==> config.mk <==
export PLATFORM = sky130hd
export DESIGN_NAME = pipelined_adder
export DESIGN_NICKNAME = d
export VERILOG_FILES = /design/src/rtl/pipelined_adder.sv
export SDC_FILE = /design/constraint.sdc
export NUM_CORES = 1
export LEC_CHECK = 0
export CAP_MARGIN = 0
export CORE_ASPECT_RATIO = 1.4
export CORE_MARGIN = 2
export CORE_UTILIZATION = 58
export DETAILED_ROUTE_END_ITERATION = 8
export GPL_TIMING_DRIVEN = 0
export PLACE_DENSITY = 0.89
export SLEW_MARGIN = 20
export SYNTH_ARGS = -nofsm -noshare
export SYNTH_HDL_FRONTEND = slang
export SYNTH_SLANG_ARGS = --single-unit
==> constraint.sdc <==
create_clock -name clk -period 3.25 [get_ports clk]
set_input_delay 0.65 -clock clk [delete_from_list [all_inputs] [get_ports clk]]
set_output_delay 0.65 -clock clk [all_outputs]
set_load 0.005 [all_outputs]
==> src/rtl/pipelined_adder.sv <==
// pipelined_adder: WIDTH-bit unsigned add of A + B + cin split into STAGES ripple chunks (skewed pipeline).
// Latency: result STAGES cycles after accept, plus one cycle per stall; sustains one result per cycle.
// Backpressure: global stall, in_ready = !out_valid | out_ready; every stage holds while stalled.
// Build option: define PIPE_ADDER_SUB_EN to add port in_sub (computes A + ~B + 1, in_cin ignored).
module pipelined_adder #(
    parameter int WIDTH  = 16,
    parameter int STAGES = 4
) (
    input  logic             clk,
    input  logic             rst_n,
    input  logic             in_valid,
    output logic             in_ready,
    input  logic [WIDTH-1:0] in_a,
    input  logic [WIDTH-1:0] in_b,
    input  logic             in_cin,
`ifdef PIPE_ADDER_SUB_EN
    input  logic             in_sub,
`endif
    output logic             out_valid,
    input  logic             out_ready,
    output logic [WIDTH:0]   out_sum
);

    // WIDTH must be a multiple of STAGES; each stage resolves one CW-bit chunk.
    localparam int CW = WIDTH / STAGES;

    // Half adder: returns {carry, sum}.
    function automatic logic [1:0] half_add(input logic x, input logic y);
        return {x & y, x ^ y};
    endfunction

    // Full adder from two half adders and an OR: returns {carry, sum}.
    function automatic logic [1:0] full_add(input logic x, input logic y, input logic ci);
        logic [1:0] h1;
        logic [1:0] h2;
        h1 = half_add(x, y);
        h2 = half_add(h1[0], ci);
        return {h1[1] | h2[1], h2[0]};
    endfunction

    // The whole pipe moves or the whole pipe holds; there is no per-stage skid.
    logic advance;

    assign advance  = !out_valid || out_ready;
    assign in_ready = advance;

    for (genvar k = 0; k < STAGES; k++) begin : g_stage
        // Operand bits still waiting to be added once this stage's chunk is done.
        localparam int RW = WIDTH - (k + 1) * CW;

        // Operand bits arriving at this stage: this chunk in the low CW bits, the rest above it.
        logic [RW+CW-1:0]    a_src;
        logic [RW+CW-1:0]    b_src;
        logic                c_in;
        logic                sub_in;
        logic                vld_in;

        logic [CW-1:0]       b_eff;
        logic [CW-1:0]       chunk_sum;
        logic                chunk_cout;
        logic                carry;
        logic [1:0]          fa;
        logic [(k+1)*CW-1:0] sum_nxt;

        // Stage registers: low sum bits resolved so far, carry into the next chunk, valid.
        logic [(k+1)*CW-1:0] sum_q;
        logic                c_q;
        logic                vld_q;

        if (k == 0) begin : g_first
            assign a_src  = in_a;
            assign b_src  = in_b;
`ifdef PIPE_ADDER_SUB_EN
            assign sub_in = in_sub;
`else
            assign sub_in = 1'b0;
`endif
            // Subtract forces the +1 of the two's complement and overrides in_cin.
            assign c_in   = sub_in | in_cin;
            assign vld_in = in_valid;
        end else begin : g_next
            assign a_src  = g_stage[k-1].g_fwd.a_q;
            assign b_src  = g_stage[k-1].g_fwd.b_q;
            assign sub_in = g_stage[k-1].g_fwd.sub_q;
            assign c_in   = g_stage[k-1].c_q;
            assign vld_in = g_stage[k-1].vld_q;
        end

        // B is stored raw and inverted chunk by chunk using the op's own sub flag.
        assign b_eff = b_src[CW-1:0] ^ {CW{sub_in}};

        // Ripple this chunk bit by bit through the full-adder chain.
        always_comb begin
            carry     = c_in;
            fa        = 2'b00;
            chunk_sum = '0;
            for (int i = 0; i < CW; i++) begin
                fa           = full_add(a_src[i], b_eff[i], carry);
                chunk_sum[i] = fa[0];
                carry        = fa[1];
            end
            chunk_cout = carry;
        end

        if (k == 0) begin : g_sum_first
            assign sum_nxt = chunk_sum;
        end else begin : g_sum_next
            assign sum_nxt = {chunk_sum, g_stage[k-1].sum_q};
        end

        // Capture resolved sum bits, chunk carry and valid; hold all of it while stalled.
        always_ff @(posedge clk) begin
            if (!rst_n) begin
                sum_q <= '0;
                c_q   <= 1'b0;
                vld_q <= 1'b0;
            end else if (advance) begin
                sum_q <= sum_nxt;
                c_q   <= chunk_cout;
                vld_q <= vld_in;
            end
        end

        // Every stage but the last carries the untouched upper operand chunks and the op type.
        if (k < STAGES - 1) begin : g_fwd
            logic [RW-1:0] a_q;
            logic [RW-1:0] b_q;
            logic          sub_q;

            // Forward the not-yet-added operand bits alongside the partial sum.
            always_ff @(posedge clk) begin
                if (!rst_n) begin
                    a_q   <= '0;
                    b_q   <= '0;
                    sub_q <= 1'b0;
                end else if (advance) begin
                    a_q   <= a_src[RW+CW-1:CW];
                    b_q   <= b_src[RW+CW-1:CW];
                    sub_q <= sub_in;
                end
            end
        end
    end

    // Last stage holds the complete result; its carry is the untruncated top bit.
    assign out_valid = g_stage[STAGES-1].vld_q;
    assign out_sum   = {g_stage[STAGES-1].c_q, g_stage[STAGES-1].sum_q};

endmodule
==> results.json <==
{
  "status": "finished clean",
  "synth_top_family_by_area": "multiplexers",
  "finalHoldViolCount": 0,
  "cts_root_buffer": "clkbuf_8",
  "area_delta_synth_final_pct": 20.9,
  "dp_hpwl_um": 6320,
  "post_drt_wl_per_cell_um": 14.9,
  "cts_setup_buffers": 0,
  "first_global_vias": 2955,
  "fmax_mhz": 347,
  "drive_gt1_share_pct": 9.13,
  "clock_sinks": 96,
  "fin_cells": 566,
  "synth-xor-area-share_pct": 0,
  "power.density_nw_per_um2": 459,
  "reg2regPathDepth": 8,
  "avgSynthCellArea_um2": 10.1,
  "synth_fa_ha_area_share_pct": 7.94,
  "total_power_mw": 2.24,
  "antenna_found_initial": 0,
  "cts_buffer_depth": 2,
  "drc": 0,
  "grt_pass1_wl_um": 13900,
  "ys_seq_area_share_pct": 47.7,
  "routabilityCongestion": 0.802,
  "placed_cells": 550,
  "netlist_area_um2": 4030,
  "io_pins": 56,
  "arrival_ns": 2.23,
  "cts_buffers": 9,
  "initial_core_util_pct": 58.9,
  "setup-violations-final": 0,
  "slew_headroom_pct": 58.1,
  "dpl_cell_area_um2": 4690,
  "drtPass1Iterations": 4,
  "synthMuxAreaShare_pct": 20.6,
  "ctsResizeCount": 0,
  "async_flop_share_pct": 0,
  "clk_pin_slew_worst_paths_ns": 0.09,
  "fin_tns_setup_ns": 0,
  "clkLatencyLatePin_ns": 0.37,
  "die_y_um": 103,
  "min_to": "g_stage[3].sum_q[8]",
  "min_from": "g_stage[3].sum_q[8]",
  "finalCriticalPeriod_ns": 2.88,
  "pre_cts_ws_ns": 0.301,
  "total_leakage_power_nw": 1.80,
  "worst_pin_slew_ns": 0.628,
  "cts_tree": "done",
  "mostFrequentLayoutCells": "122 x nand2_1, 96 x dfxtp_1, 83 x mux2i_1",
  "synth-simple-area-share_pct": 13.7,
  "num_vias": 2922,
  "timing.rr.start": "g_stage[0].g_fwd.a_q[0]",
  "viasPerCell": 5.16,
  "synth_compound_area_share_pct": 3.16,
  "grt_max_degree": 16,
  "hold_class": "reg2reg",
  "rows": 36,
  "fin_util_pct": 71.2,
  "grtUsageTotal_pct": 24.9,
  "hold_depth": 2,
  "synth_top_area_cell": "dfxtp_1",
  "layout_commonest_cell": "nand2_1",
  "startpoint_type": "primary input",
  "yosys-top-cells-area": "dfxtp_1 48%, mux2i_1 21%, nand2_1 11%",
  "core-area_um2": 6850,
  "peakVddDrop_uv": 342,
  "drt_iter0_drc": 170,
  "io_buffers": 54,
  "synth_edf_count": 0,
  "gr-total-overflow": 0,
  "crit_type": "in2out",
  "die_area_um2": 7650,
  "critPathMaxFanout": 10,
  "r2r_slack_ns": 0.96,
  "max_cap_viol_count": 0,
  "ys_types": 16,
  "final_area_um2": 4870,
  "cts-hold-fix-buffers": 0,
  "synth_top_area_share_pct": 47.7,
  "clock_skew_ns": 0.00522,
  "ys.flop_type": "dfxtp_1",
  "reg2reg_to": "g_stage[1].sum_q[7]",
  "synthCells": 401,
  "chipWidth_um": 74.5,
  "wirelength_um": 8460,
  "timing.final.ws_setup_ns": 0.367,
  "worst_hold_slack_ns": 0.463,
  "rsz0062_at_grt": "false",
  "synth_seq_cells": 96,
  "finalMaxSlewViolations": 0,
  "cp-end-kind": "output pin",
  "fin_nets": 519,
  "ys_warn_count": 0,
  "cts_htree_levels": 3,
  "cp.required_ns": 2.60,
  "ant_nets": 0,
  "period_share_pct": 88.7,
  "diodes": 0,
  "synth_fp_nets": 454
}
worst max path at each step:
stage | startpoint | endpoint | depth (start not counted)
2_1_floorplan | in_a[0] | g_stage[0].sum_q[3] | 8
3_3_place_gp | out_ready | in_ready | 6
3_5_place_dp | in_a[0] | g_stage[0].sum_q[3] | 9
4_1_cts | out_ready | in_ready | 6
5_1_grt | out_ready | in_ready | 6
6_report | out_ready | in_ready | 6
area by class of cell:
class                   count  area (um2)
fillers                   542        1970
flip-flops and latches     96        1920
multi-input cells         247        1830
repair buffers             54         541
plain buffers              28         163
clock buffers              12         155
well taps                  95         119
inverters                  30         115
clock inverters             4        27.5
synth_stat cells, types with 6 or more instances:
cell / number
a211oi_1: 6
clkbuf_1: 6
mux2i_1: 83
inv_1: 29
buf_4: 10
buf_2: 10
dfxtp_1: 96
fa_1: 16
nand2_1: 122
a211oi_2: 6
nor3b_1: 12
state kept, by name, summed over array words and instances (netlist names):
signal / count
g_stage.c_q: 4
g_stage.g_fwd.b_q: 24
g_stage.vld_q: 3
g_stage.sum_q: 40
out_valid: 1
g_stage.g_fwd.a_q: 24
routing by layer:
layer,track usage [%],vias to the layer above,wire length [um]
met3,6.45,27,305
li1,-,1419,-
met4,14.0,0,408
met5,0,-,0
met1,26.5,1400,3210
met2,43.9,76,4530
cells by family (layout without fill, tap and decap cells):
family / count (synthesis) / in the layout
compound gates: 13 / 13
buf+inv: 58 / 128
flops: 96 / 96
mux: 83 / 83
fa+ha+maj: 16 / 16
simple gates: 135 / 135
where the power goes:
group          internal [mW]  switching [mW]  total, mW
combinational          0.119           0.119      0.238
clock                  0.322           0.406      0.728
sequential              1.24          0.0281       1.27
critical path, stage by stage:
cell and delay [ns]:
clkdlybuf4s50_1 0.53, nor2b_1 0.06, buf_4 0.18, inv_4 0.10, buf_6 0.18, clkdlybuf4s50_1 0.52
Power figures use the tool's default switching activity.
